**src/rtl/pinball_game_sequencer.sv**
```systemverilog
// Game-level sequencer for the pinball scoring path: ball play FSM, ball counting,
// switch edge detection and fixed-priority serialisation of target hits onto a valid/ready stream.
module pinball_game_sequencer #(
  parameter int BALLS    = 5,
  parameter int BALL_W   = 3,
  parameter int SCORE_W  = 16,
  parameter int AMT_GO   = 100,
  parameter int AMT_BOP  = 300,
  parameter int AMT_WHAM = 500,
  parameter int AMT_BASH = 800,
  parameter int AMT_WIPE = 1000
) (
  input  logic               CLK,
  input  logic               INIT,
  input  logic               GO_HIT,
  input  logic               BOP_HIT,
  input  logic               WHAM_HIT,
  input  logic               BASH_HIT,
  input  logic               WIPE_OUT_HIT,
  input  logic               START_BALL,
  input  logic               DRAIN,
  input  logic               TILT,
  output logic               upd_valid,
  input  logic               upd_ready,
  output logic               upd_sub,
  output logic [SCORE_W-1:0] upd_amount,
  output logic [BALL_W-1:0]  ball_count,
  output logic [2:0]         state,
  output logic               hit_dropped,
  output logic               game_over
);

  typedef enum logic [2:0] {
    S_IDLE   = 3'd0,
    S_READY  = 3'd1,
    S_PLAY   = 3'd2,
    S_TILTED = 3'd3,
    S_END    = 3'd4
  } state_e;

  // Target bit order doubles as priority order: bit 0 (GO) wins, bit 4 (WIPE_OUT) loses.
  function automatic logic [4:0] pick_winner(input logic [4:0] req);
    logic [4:0] gnt;
    gnt = 5'b00000;
    if (req[0]) begin
      gnt = 5'b00001;
    end else if (req[1]) begin
      gnt = 5'b00010;
    end else if (req[2]) begin
      gnt = 5'b00100;
    end else if (req[3]) begin
      gnt = 5'b01000;
    end else if (req[4]) begin
      gnt = 5'b10000;
    end else begin
      gnt = 5'b00000;
    end
    return gnt;
  endfunction

  function automatic logic [SCORE_W-1:0] amount_of(input logic [4:0] gnt);
    logic [SCORE_W-1:0] amt;
    case (gnt)
      5'b00001: amt = SCORE_W'(AMT_GO);
      5'b00010: amt = SCORE_W'(AMT_BOP);
      5'b00100: amt = SCORE_W'(AMT_WHAM);
      5'b01000: amt = SCORE_W'(AMT_BASH);
      5'b10000: amt = SCORE_W'(AMT_WIPE);
      default:  amt = {SCORE_W{1'b0}};
    endcase
    return amt;
  endfunction

  logic [7:0]         sw_in_s;
  logic [7:0]         sw_q;
  logic [7:0]         sw_prev_q;
  logic [7:0]         ev_s;
  logic [4:0]         hit_ev_s;
  logic               start_ev_s;
  logic               drain_ev_s;
  logic               tilt_ev_s;

  state_e             state_q, state_d, drain_target_s;
  logic [BALL_W-1:0]  ball_count_q, ball_count_d;
  logic [4:0]         pend_q, pend_d;
  logic [4:0]         grant_s;
  logic [4:0]         pend_left_s;
  logic               load_s;
  logic               drop_q, drop_d;
  logic               valid_q, valid_d;
  logic               sub_q, sub_d;
  logic [SCORE_W-1:0] amount_q, amount_d;
  logic               game_over_q, game_over_d;

  assign sw_in_s    = {TILT, DRAIN, START_BALL, WIPE_OUT_HIT, BASH_HIT, WHAM_HIT, BOP_HIT, GO_HIT};
  assign ev_s       = sw_q & ~sw_prev_q;
  assign hit_ev_s   = ev_s[4:0];
  assign start_ev_s = ev_s[5];
  assign drain_ev_s = ev_s[6];
  assign tilt_ev_s  = ev_s[7];

  assign drain_target_s = (ball_count_q == {BALL_W{1'b0}}) ? S_END : S_READY;

  // Switch capture and one-cycle history for rising-edge detection.
  always_ff @(posedge CLK or negedge INIT) begin
    if (!INIT) begin
      sw_q      <= 8'h00;
      sw_prev_q <= 8'h00;
    end else begin
      sw_q      <= sw_in_s;
      sw_prev_q <= sw_q;
    end
  end

  // Ball-play state transitions and ball counting.
  always_comb begin
    state_d      = state_q;
    ball_count_d = ball_count_q;
    case (state_q)
      S_IDLE: begin
        state_d = S_READY;
      end
      S_READY: begin
        if (ball_count_q == {BALL_W{1'b0}}) begin
          state_d = S_END;
        end else if (start_ev_s) begin
          state_d      = S_PLAY;
          ball_count_d = ball_count_q - BALL_W'(1);
        end else begin
          state_d = S_READY;
        end
      end
      S_PLAY: begin
        if (tilt_ev_s) begin
          state_d = S_TILTED;
        end else if (drain_ev_s) begin
          state_d = drain_target_s;
        end else begin
          state_d = S_PLAY;
        end
      end
      S_TILTED: begin
        if (drain_ev_s) begin
          state_d = drain_target_s;
        end else begin
          state_d = S_TILTED;
        end
      end
      S_END: begin
        state_d = S_END;
      end
      default: begin
        state_d = S_IDLE;
      end
    endcase
    game_over_d = (state_d == S_END);
  end

  // Pending latches, drop detection and the single-entry issue slot.
  always_comb begin
    load_s      = (~valid_q | upd_ready) & (state_q == S_PLAY) & (|pend_q);
    grant_s     = load_s ? pick_winner(pend_q) : 5'b00000;
    pend_left_s = pend_q & ~grant_s;
    pend_d      = pend_left_s;
    drop_d      = drop_q;
    valid_d     = valid_q;
    sub_d       = sub_q;
    amount_d    = amount_q;

    if (state_q == S_PLAY) begin
      drop_d = drop_q | (|(hit_ev_s & pend_left_s));
      pend_d = pend_left_s | hit_ev_s;
    end else begin
      pend_d = pend_left_s;
    end

    if (state_d == S_TILTED) begin
      pend_d = 5'b00000;
    end else begin
      pend_d = pend_d;
    end

    // An offer is never withdrawn; it only retires through a transfer.
    if (load_s) begin
      valid_d  = 1'b1;
      sub_d    = grant_s[4];
      amount_d = amount_of(grant_s);
    end else if (valid_q & upd_ready) begin
      valid_d = 1'b0;
    end else begin
      valid_d = valid_q;
    end
  end

  // Control and datapath registers.
  always_ff @(posedge CLK or negedge INIT) begin
    if (!INIT) begin
      state_q      <= S_IDLE;
      ball_count_q <= BALL_W'(BALLS);
      pend_q       <= 5'b00000;
      drop_q       <= 1'b0;
      valid_q      <= 1'b0;
      sub_q        <= 1'b0;
      amount_q     <= {SCORE_W{1'b0}};
      game_over_q  <= 1'b0;
    end else begin
      state_q      <= state_d;
      ball_count_q <= ball_count_d;
      pend_q       <= pend_d;
      drop_q       <= drop_d;
      valid_q      <= valid_d;
      sub_q        <= sub_d;
      amount_q     <= amount_d;
      game_over_q  <= game_over_d;
    end
  end

  assign upd_valid   = valid_q;
  assign upd_sub     = sub_q;
  assign upd_amount  = amount_q;
  assign ball_count  = ball_count_q;
  assign state       = state_q;
  assign hit_dropped = drop_q;
  assign game_over   = game_over_q;

endmodule

```
**config.mk**
```make
export PLATFORM = sky130hd
export DESIGN_NAME = pinball_game_sequencer
export DESIGN_NICKNAME = d
export VERILOG_FILES = /design/src/rtl/pinball_game_sequencer.sv
export SDC_FILE = /design/constraint.sdc
export NUM_CORES = 1
export LEC_CHECK = 0
export ABC_CLOCK_PERIOD_IN_PS = 4300
export CAP_MARGIN = 40
export CORE_ASPECT_RATIO = 0.6
export CORE_MARGIN = 8
export CORE_UTILIZATION = 53
export CTS_CLUSTER_SIZE = 10
export DETAILED_ROUTE_END_ITERATION = 10
export PLACE_DENSITY = 0.86
export SLEW_MARGIN = 20
export SYNTH_ARGS = -nofsm -noshare
export SYNTH_HDL_FRONTEND = slang
export SYNTH_SLANG_ARGS = --single-unit
```
**constraint.sdc**
```tcl
create_clock -name CLK -period 4.3 [get_ports CLK]
set_input_delay 0.86 -clock CLK [delete_from_list [all_inputs] [get_ports CLK]]
set_output_delay 0.86 -clock CLK [all_outputs]
set_load 0.02 [all_outputs]
```
Word-level counts from Yosys, hierarchy flattened
Index checks and enable logic that the tools add are counted.
{ "word_totals": {"reg_bits": 47, "latchBits": 0, "ram_bits": 0, "mem_bits_ro": 0, "inputBits": 11, "output_inout_bits": 26, "memories": 0} }
{ "classes": {"n_addsub": 1, "n_mul": 0, "n_div": 0, "magnitude_cmp": 0, "eq_ne": 11, "shift": 0, "muxes": 18, "n_bitwise": 13, "n_reduce_logical": 6} }
{ "ops": {"columns": ["operator", "n"], "rows": [
  ["10-bit one-hot mux with 5 select lines", 1],
  ["5-bit two-way mux", 8],
  ["3-bit two-way mux", 5],
  ["3-bit one-hot mux with 5 select lines", 1],
  ["5-bit AND", 2],
  ["5-bit OR reduction", 2],
  ["3-bit by 2-bit == test with 1-bit output (second input constant)", 3],
  ["8-bit AND", 1],
  ["8-bit NOT", 1],
  ["3-bit == test (second input constant)", 2],
  ["3-bit logical NOT", 2],
  ["5-bit by 1-bit == test with 1-bit output (second input constant)", 1],
  ["5-bit by 2-bit == test with 1-bit output (second input constant)", 1],
  ["5-bit by 3-bit == test with 1-bit output (second input constant)", 1],
  ["5-bit by 4-bit == test with 1-bit output (second input constant)", 1],
  ["5-bit == test (second input constant)", 1],
  ["5-bit NOT", 1],
  ["5-bit OR", 1],
  ["1-bit AND", 3],
  ["3-bit by 1-bit == test with 1-bit output (second input constant)", 1],
  ["3-bit AND reduction", 1],
  ["3-bit by 1-bit subtractor with 3-bit output (second input constant)", 1],
  ["1-bit two-way mux", 2],
  ["2-bit two-way mux", 1],
  ["3 further kinds", 5]
]} }

Logic depth before layout (Yosys ltp)
{ "depth": {"word_depth": 11, "ltp_mapped": 6, "ltp_nobuf": 6} }

Least setup slack after synthesis
OpenSTA, ideal clock, no wires.
{ "synth_timing": {"path_kind": "input port to flip-flop", "startpoint": "in upd_ready", "endpoint": "reg amount_q[4], in the netlist upd_amount[4]", "setup_ps": 121, "arrival_ps": 1694, "setup_slack_ps": 2485, "path_stages": 5, "cell_sequence": "nand2b_1 > buf_2 > and2_4 > a22o_1 > a22o_1"} }
{ "synth_between": {"elab_chain_len": 6, "word_cells_on_any_way": 10, "cone_classes": "eq/ne (5); mux (2); bitwise (3)"} }
{ "synth_lines": {"columns": ["element", "line_no", "text"], "rows": [
  ["from (decl)", "24", "input logic upd_ready,"],
  ["1-bit OR *", "161", "load_s = (~valid_q | upd_ready) & (state_q == S_PLAY) & (|pend_q);"],
  ["1-bit AND * (2 in a row)", "161", null],
  ["5-bit two-way mux", "162", "grant_s = load_s ? pick_winner(pend_q) : 5'b00000;"],
  ["5-bit == test (tied with other cells)", "63", "case (gnt)"],
  ["10-bit one-hot mux with 5 select lines", "63", null],
  ["to (signal assigned)", "204", "amount_q <= {SCORE_W{1'b0}};"],
  ["to (signal assigned)", "213", "amount_q <= amount_d;"],
  ["to (decl)", "92", "logic [SCORE_W-1:0] amount_q, amount_d;"]
]} }
Mark *: on every way between the ends. The rest lies on a longest branch, timed or not.
A chain may end at the register's enable or synchronous reset.

Worst setup path after layout
{ "layout_timing": {"startpoint": "reg state_q[0], in the netlist state[0]", "endpoint": "out state[0]"} }
{ "layout_rtl": {"columns": ["element", "line_no", "text"], "rows": [
  ["from (decl)", "83", "state_e state_q, state_d, drain_target_s;"],
  ["from (signal assigned)", "207", "state_q <= state_d;"],
  ["to (decl)", "28", "output logic [2:0] state,"]
]} }
No word-level cell between the ends.

==> flow_summary.ini <==
[status]
status = completed

[logic_synthesis]
synthAdderAreaFrac_pct = 1.45
synth.avg_cell_area_um2 = 11.6
syn_area_um2 = 1720
synth_edf_count = 0
yosysWarnings = 0
synth_mux_area_share_pct = 0.581
synthSimpleGateAreaFrac_pct = 17.1
ys_seq_area_share_pct = 56.8
synth.distinct_cells = 49
synth_top_family_by_area = simple AND/OR/NAND/NOR gates
ys.flop_type = dfrtp_1
synthCells = 148
ys_ff_latch = 39
synth-compound-area-share_pct = 15.8
async_flop_share_pct = 100
synth_xor_area_share_pct = 1.02

[sta]
maxSlewHeadroom_pct = 63.3
slew_violations = 0
tightest_slew_ns = 0.549
rsz0062_at_grt = no
finalHoldViolCount = 0
timing.final.crit_share_pct = 56.4
fin_skew_ns = 0.00658
max_freq_mhz = 413
min_period_ns = 2.42
final.setup.tns_ns = 0
finalSetupViolations = 0

[finish]
final_common_cell = dfrtp_1
fill_cells = 218
layout_common_cells = dfrtp_1, clkdlybuf4s50_1, nor2_1, a21oi_1, conb_1
syn_to_final_growth_pct = 21.3
nets = 190
drive_gt1_share_pct = 11.8
antenna_cells = 0

[min_path]
min_to = sw_prev_q[2]
min-delay-start = sw_q[2]
hold_class = reg -> reg
holdPathStages = 0

[floorplanning]
fp-row-count = 16
pin_count = 37
fp.dieH_um = 60.2
start_util_pct = 54.1
die_x_um = 89.6
fp.dieArea_um2 = 5390
fp.coreArea_um2 = 3180

[global_routing]
grt_max_degree = 40
overflow = 0
gr-usage-all-layers_pct = 14.7
antenna_found_initial = 0
grt_pass1_wl_um = 5800
grt_pass1_vias = 1134

[clock_network]
cts_setup_buffers = 0
ctsResizeCount = 0
postCtsHoldBufs = 0
insertion_delay_ns = 0.29
clockRootBuffer = clkbuf_8
cts_buffer_depth = 2
htree_levels = 2
cts.sinks = 39
numCtsBuffers = 5
cts_tree = built
clk_pin_slew_ns = 0.07

[worst_setup_path]
rr_endpoint = pend_q[0]
cp_num_buf_inv = 1
crit_required_ns = 3.44
cp-start-kind = flip-flop
startpoint = state[0]
path_delay_family = buffers and inverters
r2r_slack_ns = 2.43
critPathCaptureType = output pin
r2r_start = ball_count[0]
reg2reg_depth = 6
cpMaxStageDelayCell = clkdlybuf4s50_1
cp_data_arrival_time_ns = 1.56
max_stage_delay_ns = 0.69
crit_chain = clkdlybuf4s50_1
crit_fanout = 10
crit_type = reg -> out

[detailed_routing]
wl_met1_um = 1620
vias = 1193
route.detailed.drc = 0
drt_iter0_drc = 111
route.met3.wl_um = 302
viasPerCell = 5.35
top_layer = met4
ant_nets = 0
dr_wl_met2_um = 1490
routedWlPerCell_um = 15.5
first_pass_iters = 4
drt-total-wl_um = 3460

[placement]
portBuffers = 28
place.gp.congestion = 0.877
dp_hpwl_um = 2580

[power_and_ir_drop]
p_total_uw = 646
ir_drop_v = 0.000238
leakagePower_nw = 0.882
power_density_nw_per_um2 = 309

[run]
maxCapViolCount = 0
[per-layer routing]
layer	global-route usage, %	up-vias
li1	-	564
met1	20.3	577
met2	20.2	47
met3	4.66	5
met4	6.10	0
met5	0	-
[registers in the layout, summed over array words and instances, names as in the netlist]
register,count
state,3
upd_amount,8
sw_prev_q,8
upd_valid,1
ball_count,3
game_over,1
sw_q,8
hit_dropped,1
pend_q,5
upd_sub,1
[cells in the mapped netlist, drive strengths merged, types with 2 or more instances]
| library cell | number | area (um^2) |
|---|---|---|
| a32oi | 2 | 17.5 |
| nand3b | 2 | 15.0 |
| a22oi | 3 | 22.5 |
| dfstp | 2 | 52.6 |
| nor2 | 12 | 52.6 |
| nand2b | 3 | 26.3 |
| nor2b | 7 | 43.8 |
| ha | 2 | 25.0 |
| nor3b | 2 | 31.3 |
| a2bb2oi | 2 | 17.5 |
| and2 | 2 | 15.0 |
| nand3 | 5 | 25.0 |
| dfrtp | 37 | 926 |
| nand2 | 5 | 21.3 |
| o21ai | 5 | 28.8 |
| buf | 13 | 91.3 |
| a31oi | 2 | 12.5 |
| inv | 7 | 26.3 |
| a21oi | 11 | 55.1 |
| o41ai | 2 | 17.5 |
| a22o | 2 | 17.5 |
[kinds of logic after synthesis]
group                    Yosys count
multiplexers                       1
adder cells (fa/ha/maj)            2
AND/OR/NAND/NOR                   45
buffers and inverters             21
flip-flops                        39
XOR/XNOR                           2
AO/OA/AOI/OAI                     37
other                              1
[metrics by stage]
stage | util, % | instance area [um^2] | hold slack, ns | worst slack [ns] | instances
after floorplan | - | 1750 | 0.347 | 2.49 | 155
final | 65.6 | 2090 | 0.370 | 1.88 | 223
after global routing | 65.6 | 2090 | 0.390 | 1.81 | 223
after detailed placement | 62.3 | 1980 | 0.354 | 1.98 | 214
after global placement | 62.3 | 1980 | 0.355 | 2.01 | 214
after CTS | 65.0 | 2070 | 0.371 | 1.87 | 222
[area by class of cell]
class	instances	area [um^2]	share of cell area [%]
flip-flops and latches	39	978	46.8
multi-input cells	95	648	31.0
repair buffers	29	295	14.1
clock buffers	6	72.6	3.47
well taps	45	56.3	2.69
inverters	7	26.3	1.26
clock inverters	2	12.5	0.599
[how the worst max path moves through the flow]
stage                    endpoint  slack (ns)  depth (start not counted)
floorplan           upd_amount[4]        2.49                          5
global placement    upd_amount[4]        2.01                          5
detailed placement  upd_amount[4]        1.98                          5
CTS                      state[0]        1.87                          1
global route             state[0]        1.81                          1
finish                   state[0]        1.88                          1
[power by group]
part	switching (mW)	internal, mW
clock	0.124	0.113
combinational	0.0180	0.0122
sequential	0.00419	0.374
total	0.146	0.500
Note: power is estimated with default switching activity, not from simulation.
